$ cat config.mk
export PLATFORM = sky130hd
export DESIGN_NAME = channel_sequencer
export DESIGN_NICKNAME = d
export VERILOG_FILES = /design/src/rtl/channel_sequencer.sv
export SDC_FILE = /design/constraint.sdc
export NUM_CORES = 1
export LEC_CHECK = 0
export BUFFER_PORTS_ARGS = -buffer_cell sky130_fd_sc_hd__buf_2
export CORE_ASPECT_RATIO = 0.75
export CORE_MARGIN = 1.5
export CORE_UTILIZATION = 35
export DETAILED_ROUTE_END_ITERATION = 6
export SETUP_SLACK_MARGIN = 0.1
export SLEW_MARGIN = 5
export SYNTH_ARGS = -nofsm -noshare
export SYNTH_HDL_FRONTEND = slang
export SYNTH_SLANG_ARGS = --single-unit
$ cat constraint.sdc
create_clock -name clk -period 1.7 [get_ports clk]
set_input_delay 0.34 -clock clk [delete_from_list [all_inputs] [get_ports clk]]
set_output_delay 0.34 -clock clk [all_outputs]
set_load 0.05 [all_outputs]
$ cat src/rtl/channel_sequencer.sv
// ============================================================================
// Module   : channel_sequencer
// Purpose  : Steps a 7-way sensor mux through six channels, either on a
//            timed dwell or on manual requests, with a sticky ERROR state.
// Option   : SEQ_FAULT_COUNT_EN enables the saturating fault entry counter.
// Revision : 1.0 - initial release
// ============================================================================
`default_nettype none

module channel_sequencer #(
    parameter int DWELL_CYCLES = 16
) (
    input  logic       clk,
    input  logic       rst_n,
    input  logic       enable,
    input  logic       auto_mode,
    input  logic       next_req,
    input  logic       fault,
    input  logic       fault_clr,
    output logic [4:0] select,
    output logic [2:0] chan_idx,
    output logic       sel_valid,
    output logic       err_mode,
    output logic [7:0] fault_cnt
);

    typedef enum logic [1:0] {
        S_IDLE  = 2'd0,
        S_SCAN  = 2'd1,
        S_ERROR = 2'd2
    } state_t;

    localparam logic [7:0] C_DWELL_LAST = 8'(DWELL_CYCLES - 1);
    localparam logic [2:0] C_LAST_CHAN  = 3'd5;
    localparam logic [4:0] C_ERR_CODE   = 5'b11111;
    localparam logic [2:0] C_ERR_IDX    = 3'd7;

    state_t     state_q, state_d;
    logic [2:0] chan_q, chan_d;
    logic [7:0] cnt_q, cnt_d;
    logic       next_q;
    logic       auto_q;
    logic [4:0] select_q;
    logic [2:0] chan_idx_q;
    logic       sel_valid_q;
    logic       err_mode_q;

    logic       w_rise;
    logic       w_mode_chg;
    logic       w_tc;
    logic [2:0] w_chan_inc;

    // Channel 0 is the all-zero code; channels 1..5 are one-hot.
    function automatic logic [4:0] chan_code(input logic [2:0] ch);
        logic [4:0] code;
        code = 5'b00000;
        case (ch)
            3'd1:    code = 5'b00001;
            3'd2:    code = 5'b00010;
            3'd3:    code = 5'b00100;
            3'd4:    code = 5'b01000;
            3'd5:    code = 5'b10000;
            default: code = 5'b00000;
        endcase
        return code;
    endfunction

    assign w_rise     = next_req & ~next_q;
    assign w_mode_chg = auto_mode ^ auto_q;
    assign w_tc       = (cnt_q == C_DWELL_LAST);
    assign w_chan_inc = (chan_q == C_LAST_CHAN) ? 3'd0 : chan_q + 3'd1;

    always_comb begin
        state_d = state_q;
        chan_d  = chan_q;
        cnt_d   = cnt_q;
        case (state_q)
            S_IDLE: begin
                chan_d = 3'd0;
                cnt_d  = 8'd0;
                if (fault) begin
                    state_d = S_ERROR;
                end else if (enable) begin
                    state_d = S_SCAN;
                end
            end
            S_SCAN: begin
                if (fault) begin
                    state_d = S_ERROR;
                    chan_d  = 3'd0;
                    cnt_d   = 8'd0;
                end else if (!enable) begin
                    state_d = S_IDLE;
                    chan_d  = 3'd0;
                    cnt_d   = 8'd0;
                end else if (w_mode_chg) begin
                    // A mode switch restarts the dwell and suppresses any advance.
                    cnt_d = 8'd0;
                end else if (auto_mode) begin
                    if (w_tc) begin
                        cnt_d  = 8'd0;
                        chan_d = w_chan_inc;
                    end else begin
                        cnt_d = cnt_q + 8'd1;
                    end
                end else begin
                    cnt_d = 8'd0;
                    if (w_rise) begin
                        chan_d = w_chan_inc;
                    end
                end
            end
            S_ERROR: begin
                chan_d = 3'd0;
                cnt_d  = 8'd0;
                if (fault_clr && !fault) begin
                    state_d = S_IDLE;
                end
            end
            default: begin
                state_d = S_IDLE;
                chan_d  = 3'd0;
                cnt_d   = 8'd0;
            end
        endcase
    end

    always_ff @(posedge clk or negedge rst_n) begin
        if (!rst_n) begin
            state_q     <= S_IDLE;
            chan_q      <= 3'd0;
            cnt_q       <= 8'd0;
            next_q      <= 1'b0;
            auto_q      <= 1'b0;
            select_q    <= 5'b00000;
            chan_idx_q  <= 3'd0;
            sel_valid_q <= 1'b0;
            err_mode_q  <= 1'b0;
        end else begin
            state_q <= state_d;
            chan_q  <= chan_d;
            cnt_q   <= cnt_d;
            next_q  <= next_req;
            auto_q  <= auto_mode;
            case (state_d)
                S_SCAN: begin
                    select_q    <= chan_code(chan_d);
                    chan_idx_q  <= chan_d;
                    sel_valid_q <= 1'b1;
                    err_mode_q  <= 1'b0;
                end
                S_ERROR: begin
                    select_q    <= C_ERR_CODE;
                    chan_idx_q  <= C_ERR_IDX;
                    sel_valid_q <= 1'b0;
                    err_mode_q  <= 1'b1;
                end
                default: begin
                    select_q    <= 5'b00000;
                    chan_idx_q  <= 3'd0;
                    sel_valid_q <= 1'b0;
                    err_mode_q  <= 1'b0;
                end
            endcase
        end
    end

`ifdef SEQ_FAULT_COUNT_EN
    logic [7:0] fault_cnt_q;

    always_ff @(posedge clk or negedge rst_n) begin
        if (!rst_n) begin
            fault_cnt_q <= 8'd0;
        end else if ((state_q != S_ERROR) && fault && (fault_cnt_q != 8'hFF)) begin
            fault_cnt_q <= fault_cnt_q + 8'd1;
        end
    end

    assign fault_cnt = fault_cnt_q;
`else
    assign fault_cnt = 8'h00;
`endif

    assign select    = select_q;
    assign chan_idx  = chan_idx_q;
    assign sel_valid = sel_valid_q;
    assign err_mode  = err_mode_q;

endmodule

`default_nettype wire

==> impl_metrics.py, run 1 <==
metrics = {
    "synthesis": {
        "syn_area_um2": 1250,
        "yosysWarnings": 0,
        "synth_flop_cell": "dfrtp_1",
        "postSynthCellCount": 116,
        "ys_ff_latch": 25,
        "synthArstFlopShare": 1.00,
        "synth-edff-count": 0,
        "avgSynthCellArea_um2": 10.8,
        "seq_area_frac_synth": 0.499,
        "ys_types": 36,
    },
    "timing": {
        "post-route-min-period_ns": 1.91,
        "holdWs_ns": 0.0431,
        "final_max_slew_viol_count": 0,
        "fmax_mhz": 525,
        "slew-limit-headroom": 0.631,
        "worst_pin_slew_ns": 0.553,
        "rsz0062_at_grt": "yes",
        "finalCritPeriodShare": 1.12,
        "setup_ws_ns": -0.205,
        "tns_ns": -0.883,
        "hold_viol": 0,
        "worst_clock_skew_ns": 0.0102,
        "setup_viol": 8,
    },
    "placed_design": {
        "numPortBuffers": 16,
        "dpl_worst_slack_ns": -0.194,
        "place.gp.congestion": 0.808,
        "hpwl_um": 1920,
        "dp.cells": 191,
        "dpl_cell_area_um2": 1510,
    },
    "drt": {
        "antenna_left": 0,
        "num_vias": 976,
        "drt-initial-drc-count": 70,
        "viasPerCell": 4.74,
        "finalWirelength_um": 3080,
        "drc": 0,
        "dr.pass1.iters": 4,
        "wl_per_cell_um": 15.0,
    },
    "grt": {
        "overflow": 0,
        "grt_use_total": 0.150,
        "grt_first_pass_wirelength_um": 4300,
        "grt_max_degree": 26,
        "antenna_found_initial": 0,
        "grt_pass1_vias": 917,
    },
    "setup_path": {
        "crit_chain": "ha_2 -> and3_4 -> a32o_2 -> mux2_4 -> o41ai_2",
        "cp-start-kind": "flop",
        "cp-end-kind": "flop",
        "crit_required_ns": 1.85,
        "critPathMaxStageDelay_ns": 0.40,
        "path_class": "flop to flop",
        "cp_num_buf_inv": 0,
        "critPathTopFamily": "compound AO/OA/AOI/OAI gates",
        "cp_max_fo": 5,
        "arrival_ns": 2.05,
        "slowest_stage": "dfrtp_1",
    },
    "status": {
        "outcome": "finished with violations",
        "violations": "setup timing",
    },
    "hold_path": {
        "hold_class": "input port to async pin",
    },
    "power": {
        "powerDensity_nw_per_um2": 745,
        "vdd_drop_max_uv": 560,
        "power.total_mw": 1.35,
        "swShare": 0.338,
        "p_leak_nw": 0.856,
        "pwr-share-comb": 0.261,
        "power_frac_clock": 0.265,
        "seqPwrFrac": 0.474,
        "p_int_mw": 0.897,
        "p_switching_mw": 0.458,
    },
    "floorplanning": {
        "pin_count": 25,
        "core_um2": 3360,
        "dieArea_um2": 3950,
        "die_h_um": 54.8,
        "start_util": 0.374,
        "num_rows": 18,
        "die_x_um": 72.1,
    },
    "clock_network": {
        "hold_buffers": 0,
        "clockBufferDepth": 2,
        "clock-sinks": 25,
        "cts_root_buffer": "clkbuf_8",
        "cts_tree": "done",
        "clk_latency_ns": 0.27,
        "htreeDepth": 1,
        "cts-buffers-inserted": 3,
        "clk_pin_slew_ns": 0.09,
    },
    "job": {
        "max_cap_viol_count": 0,
    },
    "cells_and_area": {
        "syn_to_final_growth_pct": 45.0,
        "design_area_um2": 1820,
        "drive_gt1_frac": 0.536,
        "antennaDiodeCount": 0,
        "fill_cells": 275,
        "nets": 177,
        "instances_no_fill": 206,
        "final_util": 0.542,
    },
}
sequential cells by signal, summed over array words and instances, names as in the netlist:
signal,flops
cnt_q,8
err_mode,1
auto_q,1
next_q,1
state_q,2
select,5
chan_q,3
sel_valid,1
chan_idx,3
cell families (layout without fill, tap and decap cells):
logic type,Yosys count,in the layout,synth area share
buf+inv,15,58,0.0748
compound gates,17,17,0.123
fa+ha+maj,3,3,0.0299
other cells,1,8,0.00299
flops,25,25,0.499
xor+xnor,6,6,0.0419
mux,1,1,0.00898
simple gates,48,48,0.220
per-layer routing:
layer | vias up | global-route usage | wire [µm] | part of all wire
li1 | 481 | - | - | -
met5 | - | 0 | 0 | 0
met3 | 8 | 0.0497 | 144 | 0.047
met1 | 462 | 0.186 | 1340 | 0.44
met4 | 0 | 0.0660 | 71 | 0.023
met2 | 25 | 0.242 | 1520 | 0.49
cells in the mapped netlist, types with 3 or more instances:
cell | n | area, µm²
inv_1 | 4 | 15.0
a21oi_1 | 5 | 25.0
and3_1 | 4 | 25.0
o41ai_2 | 4 | 65.1
nand2_1 | 7 | 26.3
dfrtp_1 | 25 | 626
ha_1 | 3 | 37.5
nor2_1 | 16 | 60.1
nand2b_1 | 3 | 18.8
buf_4 | 8 | 60.1
xnor2_1 | 4 | 35.0
nand3_1 | 3 | 15.0
worst paths after layout:
kind                       startpoint        end  slack (ns)  cells past startpoint
max                          cnt_q[1]  select[0]       -0.21                      5
min                             rst_n   cnt_q[2]        0.04                      1
max reg2reg                  cnt_q[1]  select[0]       -0.21                      5
min reg2reg                  cnt_q[3]   cnt_q[3]        0.60                      2
max in group asynchronous       rst_n  select[0]        1.29                      1
min in group clk             next_req     next_q        0.21                      1
area by class of cell:
cell class	count	area, µm²	share of cell area
Timing Repair Buffer	50	339	0.187
Inverter	4	15.0	0.00826
Tap cell	40	50.0	0.0275
Sequential cell	25	626	0.344
Clock inverter	1	7.51	0.00413
Clock buffer	3	41.3	0.0227
Multi-Input combinational cell	83	739	0.407
power by group through the flow:
stage               clock, mW  combinational, mW  sequential, mW
finish                  0.359              0.353           0.643
global route            0.397              0.371           0.647
floorplan                   0              0.115           0.759
CTS                     0.370              0.304           0.642
detailed placement          0              0.300           0.653
global placement            0              0.296           0.652
cell usage in the layout (no fill, tap or decap), types with 2 or more instances in the layout:
cell type | netlist | routed
and3_1 | 4 | 3
xnor2_1 | 4 | 4
nand3_1 | 3 | 2
nor2_1 | 16 | 13
dfrtp_1 | 25 | 25
a31oi_4 | 0 | 2
a21oi_2 | 0 | 5
buf_2 | 0 | 16
conb_1 | 1 | 8
nand2b_1 | 3 | 2
o41ai_4 | 0 | 2
nor2b_1 | 2 | 2
clkbuf_8 | 0 | 3
xor2_1 | 2 | 2
nor2_4 | 0 | 2
buf_4 | 8 | 33
nand2_1 | 7 | 6
inv_1 | 4 | 4
and2_4 | 0 | 2
o41ai_2 | 4 | 2
repair_timing:
item	in CTS	in global routing
resized for setup	7	24
endpoints found under the hold margin	0	0
setup endpoints to repair	10	11
buffers inserted	4	7
pin swaps	4	9
Power figures use the tool's default switching activity.
==> run 2: changes to the inputs <==
- ABC_AREA: not set -> 0
- REMOVE_ABC_BUFFERS: not set -> 1
==> run 2 against run 1 <==
- the run still ends with setup timing left
- flip-flop and latch count did not move
- worst setup slack improved by 0.072 ns
- non-clock buffer count fell by 8
- sequential share of layout area rose by 3.6 points
- total power fell by 4.2%
- worst hold slack got worse by 0.0039 ns
- combinational power fell by 13%
- critical path depth did not move
- die area did not move
- cell area fell by 9.4%
- via count fell by 3.5%
- critical path type unchanged
- largest power group unchanged
==> impl_metrics.py, run 2 (synthesis gave the netlist of run 1 again) <==
metrics = {
    "timing": {
        "rsz0062_at_grt": "yes",
        "worst_pin_slew_ns": 0.532,
        "post-route-min-period_ns": 1.83,
        "finalCritPeriodShare": 1.08,
        "final_max_slew_viol_count": 0,
        "holdWs_ns": 0.0392,
        "setup_ws_ns": -0.133,
        "slew-limit-headroom": 0.645,
        "fmax_mhz": 546,
        "hold_viol": 0,
        "worst_clock_skew_ns": 0.00438,
        "setup_viol": 8,
    },
    "cells_and_area": {
        "drive_gt1_frac": 0.449,
        "instances_no_fill": 198,
        "largest_reg_flops": 8,
        "antennaDiodeCount": 0,
        "fill_cells": 299,
        "syn_to_final_growth_pct": 31.4,
        "nets": 169,
        "most-common-layout-cells": "dfrtp_1, buf_4, buf_2",
        "ff_latch_area_um2": 626,
        "top_register": "cnt_q",
        "multiInputGateArea_um2": 633,
    },
    "setup_path": {
        "cp-end-kind": "flop",
        "path_class": "flop to flop",
        "arrival_ns": 2.00,
        "cp_max_fo": 4,
        "crit_required_ns": 1.86,
        "cp-start-kind": "flop",
        "slowest_stage": "dfrtp_1",
        "critPathMaxStageDelay_ns": 0.42,
        "crit_chain": "nor4_4 -> a311oi_1 -> buf_4 -> or3_4 -> o41ai_2",
    },
    "placed_design": {
        "numPortBuffers": 16,
        "place.gp.congestion": 0.822,
        "hpwl_um": 1790,
        "dp.cells": 189,
        "dpl_worst_slack_ns": -0.202,
    },
    "drt": {
        "wl_per_cell_um": 12.9,
        "drc": 0,
        "viasPerCell": 4.76,
        "finalWirelength_um": 2560,
        "num_vias": 942,
        "antenna_left": 0,
        "dr.pass1.iters": 4,
        "drt-initial-drc-count": 26,
    },
    "power": {
        "powerDensity_nw_per_um2": 788,
        "vdd_drop_max_uv": 767,
        "p_int_mw": 0.878,
        "swShare": 0.324,
        "pwr-share-comb": 0.237,
        "p_switching_mw": 0.420,
        "seqPwrFrac": 0.495,
        "power_frac_clock": 0.268,
        "p_leak_nw": 0.794,
        "power.total_mw": 1.30,
    },
    "floorplanning": {
        "pin_count": 25,
        "num_rows": 18,
        "dieArea_um2": 3950,
        "start_util": 0.374,
        "die_x_um": 72.1,
        "core_um2": 3360,
        "die_h_um": 54.8,
    },
    "grt": {
        "use_met3": 0.0405,
        "use_met1": 0.191,
        "grt_use_total": 0.140,
        "top_usage_layer": "met2",
        "grt_first_pass_wirelength_um": 4110,
        "grt_max_degree": 26,
        "gr-usage-met2": 0.219,
        "grt_pass1_vias": 898,
        "overflow": 0,
        "antenna_found_initial": 0,
    },
    "clock_network": {
        "clk_latency_ns": 0.27,
        "cts-buffers-inserted": 3,
        "clock-sinks": 25,
        "cts_root_buffer": "clkbuf_8",
        "clockBufferDepth": 2,
        "cts_tree": "done",
        "htreeDepth": 1,
        "clk_pin_slew_ns": 0.08,
        "hold_buffers": 0,
    },
    "status": {
        "violations": "setup timing",
        "outcome": "finished with violations",
    },
    "hold_path": {
        "hold_class": "input port to async pin",
    },
    "job": {
        "max_cap_viol_count": 0,
    },
}
## run 2: cell types whose count changed in the layout (fill, tap and decap cells not counted), moves of 2 or more
cell | previous run | this run
a311oi_1 | 0 | 2
o41ai_2 | 2 | 4
a31oi_2 | 0 | 2
a21oi_1 | 0 | 3
o41ai_4 | 2 | 0
a21oi_2 | 5 | 2
buf_4 | 33 | 25
a31oi_4 | 2 | 0
## run 2: timing repair
action	in CTS	in global routing
cloned	0	0
endpoints found under the setup margin	10	10
buffers inserted	5	0
resized for setup	10	9
pin swaps	5	1
## run 2: per-layer routing
layer / part of all wire / vias up
li1: - / 470
met1: 0.48 / 444
met2: 0.46 / 24
met3: 0.053 / 4
met4: 0.013 / 0
met5: 0 / -
## run 2: worst paths after layout
path	from	endpoint	slack, ns	cells past startpoint
max in group asynchronous	rst_n	select[4]	1.31	1
min in group clk	next_req	next_q	0.20	1
worst max-delay path	cnt_q[4]	select[2]	-0.13	5
worst min register to register	cnt_q[0]	cnt_q[0]	0.53	2
worst min-delay path	rst_n	cnt_q[3]	0.04	1
worst max register to register	cnt_q[4]	select[2]	-0.13	5
## run 2: final cells by class
cell class,instances,share of cell area
multi-input cells,83,0.384
flip-flops and latches,25,0.380
repair buffers,42,0.169
well taps,40,0.0304
clock buffers,4,0.0273
inverters,4,0.00911
## run 2: through the flow
step	cell area (µm²)	utilization	TNS, ns
6_report	1650	0.491	-0.677
5_1_grt	1650	0.491	-1.59
4_1_cts	1610	0.480	-0.634
3_5_place_dp	1490	0.444	-1.01
3_3_place_gp	1490	0.444	-0.852
2_1_floorplan	1200	-	-0.442
## run 2: power groups by stage
stage	Clock, mW	Combinational, mW	Sequential [mW]
floorplan	0	0.0990	0.759
global placement	0	0.289	0.652
detailed placement	0	0.289	0.655
CTS	0.355	0.301	0.643
global route	0.385	0.327	0.646
finish	0.349	0.308	0.642
## run 2: critical path, delay by kind of cell (launching register included)
| family | cells | cell delay, ns |
|---|---|---|
| buffers and inverters | 1 | 0.16 |
| and+or+nand+nor | 2 | 0.76 |
| AOI/OAI and AO/OA | 2 | 0.38 |
| DFF | 1 | 0.42 |
==> run 3: changes to the inputs <==
- PLACE_DENSITY: not set -> 0.63
- clock period: 1.7 -> 1.77 ns (I/O delays scaled with it)
==> run 3 against run 2 <==
- the flow still finishes with violations (setup timing)
- worst hold slack improved by 0.0099 ns
- sequential power is 3.9% lower
- sequential share of layout area grew 0.29 points
- first-iteration DRC count up 58%
- critical path depth rose by 1
- via count grew 3.1%
- clock power rose by 1%
- non-clock buffer count shrank 3
- critical path type unchanged
- largest cell class unchanged
==> impl_metrics.py, run 3 (synthesis gave the netlist of run 1 again) <==
metrics = {
    "cells_and_area": {
        "final_util": 0.487,
        "nets": 166,
        "multiInputGateArea_um2": 636,
        "antennaDiodeCount": 0,
        "drive_gt1_frac": 0.452,
        "syn_to_final_growth_pct": 30.4,
        "most-common-layout-cells": "dfrtp_1, buf_4, buf_2",
        "ff_latch_area_um2": 626,
        "top_register": "cnt_q",
        "fill_cells": 302,
        "largest_reg_flops": 8,
        "final_common_cell": "dfrtp_1",
    },
    "placed_design": {
        "hpwl_um": 1870,
        "place.gp.congestion": 0.809,
        "numPortBuffers": 16,
    },
    "hold_path": {
        "hold_class": "input port to async pin",
    },
    "floorplanning": {
        "die_x_um": 72.1,
        "core_um2": 3360,
        "start_util": 0.374,
        "num_rows": 18,
        "dieArea_um2": 3950,
        "pin_count": 25,
        "die_h_um": 54.8,
    },
    "timing": {
        "fmax_mhz": 533,
        "worst_pin_slew_ns": 0.552,
        "post-route-min-period_ns": 1.88,
        "slew-limit-headroom": 0.632,
        "tns_ns": -0.531,
        "holdWs_ns": 0.0492,
        "setup_ws_ns": -0.107,
        "worst_clock_skew_ns": 0.00921,
        "finalCritPeriodShare": 1.06,
        "rsz0062_at_grt": "yes",
        "hold_viol": 0,
        "setup_viol": 8,
        "final_max_slew_viol_count": 0,
    },
    "clock_network": {
        "cts-buffers-inserted": 3,
        "cts_tree": "done",
        "clk_pin_slew_ns": 0.09,
        "clk_latency_ns": 0.28,
        "htreeDepth": 1,
        "clockBufferDepth": 2,
        "clock-sinks": 25,
        "hold_buffers": 0,
        "cts_root_buffer": "clkbuf_8",
    },
    "drt": {
        "num_vias": 971,
        "wl_per_cell_um": 14.1,
        "drt-initial-drc-count": 41,
        "antenna_left": 0,
        "viasPerCell": 4.98,
        "drc": 0,
        "dr.pass1.iters": 6,
        "finalWirelength_um": 2760,
    },
    "grt": {
        "top_usage_layer": "met2",
        "gr-usage-met2": 0.245,
        "overflow": 0,
        "antenna_found_initial": 0,
        "use_met3": 0.0424,
        "grt_max_degree": 26,
        "grt_use_total": 0.149,
        "grt_first_pass_wirelength_um": 4310,
        "grt_pass1_vias": 908,
        "use_met1": 0.192,
    },
    "setup_path": {
        "critPathMaxStageDelay_ns": 0.44,
        "cp-end-kind": "flop",
        "critPathTopFamily": "simple AND/OR/NAND/NOR gates",
        "path_class": "flop to flop",
        "rrSetupSlack_ns": -0.11,
        "cp_max_fo": 5,
        "cp-start-kind": "flop",
        "slowest_stage": "or3_4",
        "crit_chain": "ha_2 -> and3_4 -> a32o_2 -> or3_4 -> buf_6 -> a21oi_2",
        "arrival_ns": 2.09,
        "cp_num_buf_inv": 1,
        "crit_required_ns": 1.98,
    },
    "power": {
        "power.total_mw": 1.26,
        "powerDensity_nw_per_um2": 773,
        "vdd_drop_max_uv": 551,
        "p_leak_nw": 0.779,
    },
    "status": {
        "outcome": "finished with violations",
        "violations": "setup timing",
    },
    "job": {
        "max_cap_viol_count": 0,
    },
}
[run 3: cell count changes in the layout (fill, tap and decap cells not counted), sizes merged]
cell      before  now
buf           42   39
clkinvlp       0    1
clkbuf         4    3
[run 3: area by class of cell]
cell class,instances,share of cell area
Clock buffer,3,0.0252
Clock inverter,1,0.00459
Inverter,4,0.00918
Multi-Input combinational cell,83,0.389
Sequential cell,25,0.383
Tap cell,40,0.0306
Timing Repair Buffer,39,0.159
[run 3: per-stage QoR]
step | setup WS (ns) | area [µm²] | instances
after floorplan | -0.0359 | 1200 | 112
after global placement | -0.159 | 1450 | 184
after detailed placement | -0.128 | 1450 | 184
after CTS | -0.141 | 1560 | 192
after global routing | -0.177 | 1640 | 195
final | -0.107 | 1640 | 195
[run 3: worst paths after layout]
| path | endpoint | start | depth (start not counted) |
|---|---|---|---|
| max reg2reg | chan_idx[0] | cnt_q[1] | 6 |
| max | chan_idx[0] | cnt_q[1] | 6 |
| min | cnt_q[0] | rst_n | 1 |
| min reg2reg | cnt_q[0] | cnt_q[0] | 2 |
| max in group asynchronous | state_q[0] | rst_n | 1 |
| min in group clk | next_q | next_req | 2 |
[run 3: repair_timing]
| item | in CTS | in global routing |
|---|---|---|
| endpoints found under the setup margin | 10 | 10 |
| endpoints found under the hold margin | 0 | 0 |
| pin swaps | 7 | 10 |
| buffers inserted | 4 | 3 |
| gates resized for setup | 13 | 9 |
[run 3: layer usage]
| layer | up-vias | share of wire |
|---|---|---|
| met1 | 465 | 0.46 |
| met4 | 0 | 0.017 |
| li1 | 465 | - |
| met3 | 9 | 0.056 |
| met5 | - | 0 |
| met2 | 32 | 0.47 |
[run 3: where the power goes]
| group | switching (mW) | total (mW) | internal, mW |
|---|---|---|---|
| Sequential | 0.0128 | 0.617 | 0.604 |
| Clock | 0.194 | 0.354 | 0.160 |
| Combinational | 0.221 | 0.294 | 0.0727 |
| Total | 0.428 | 1.26 | 0.837 |
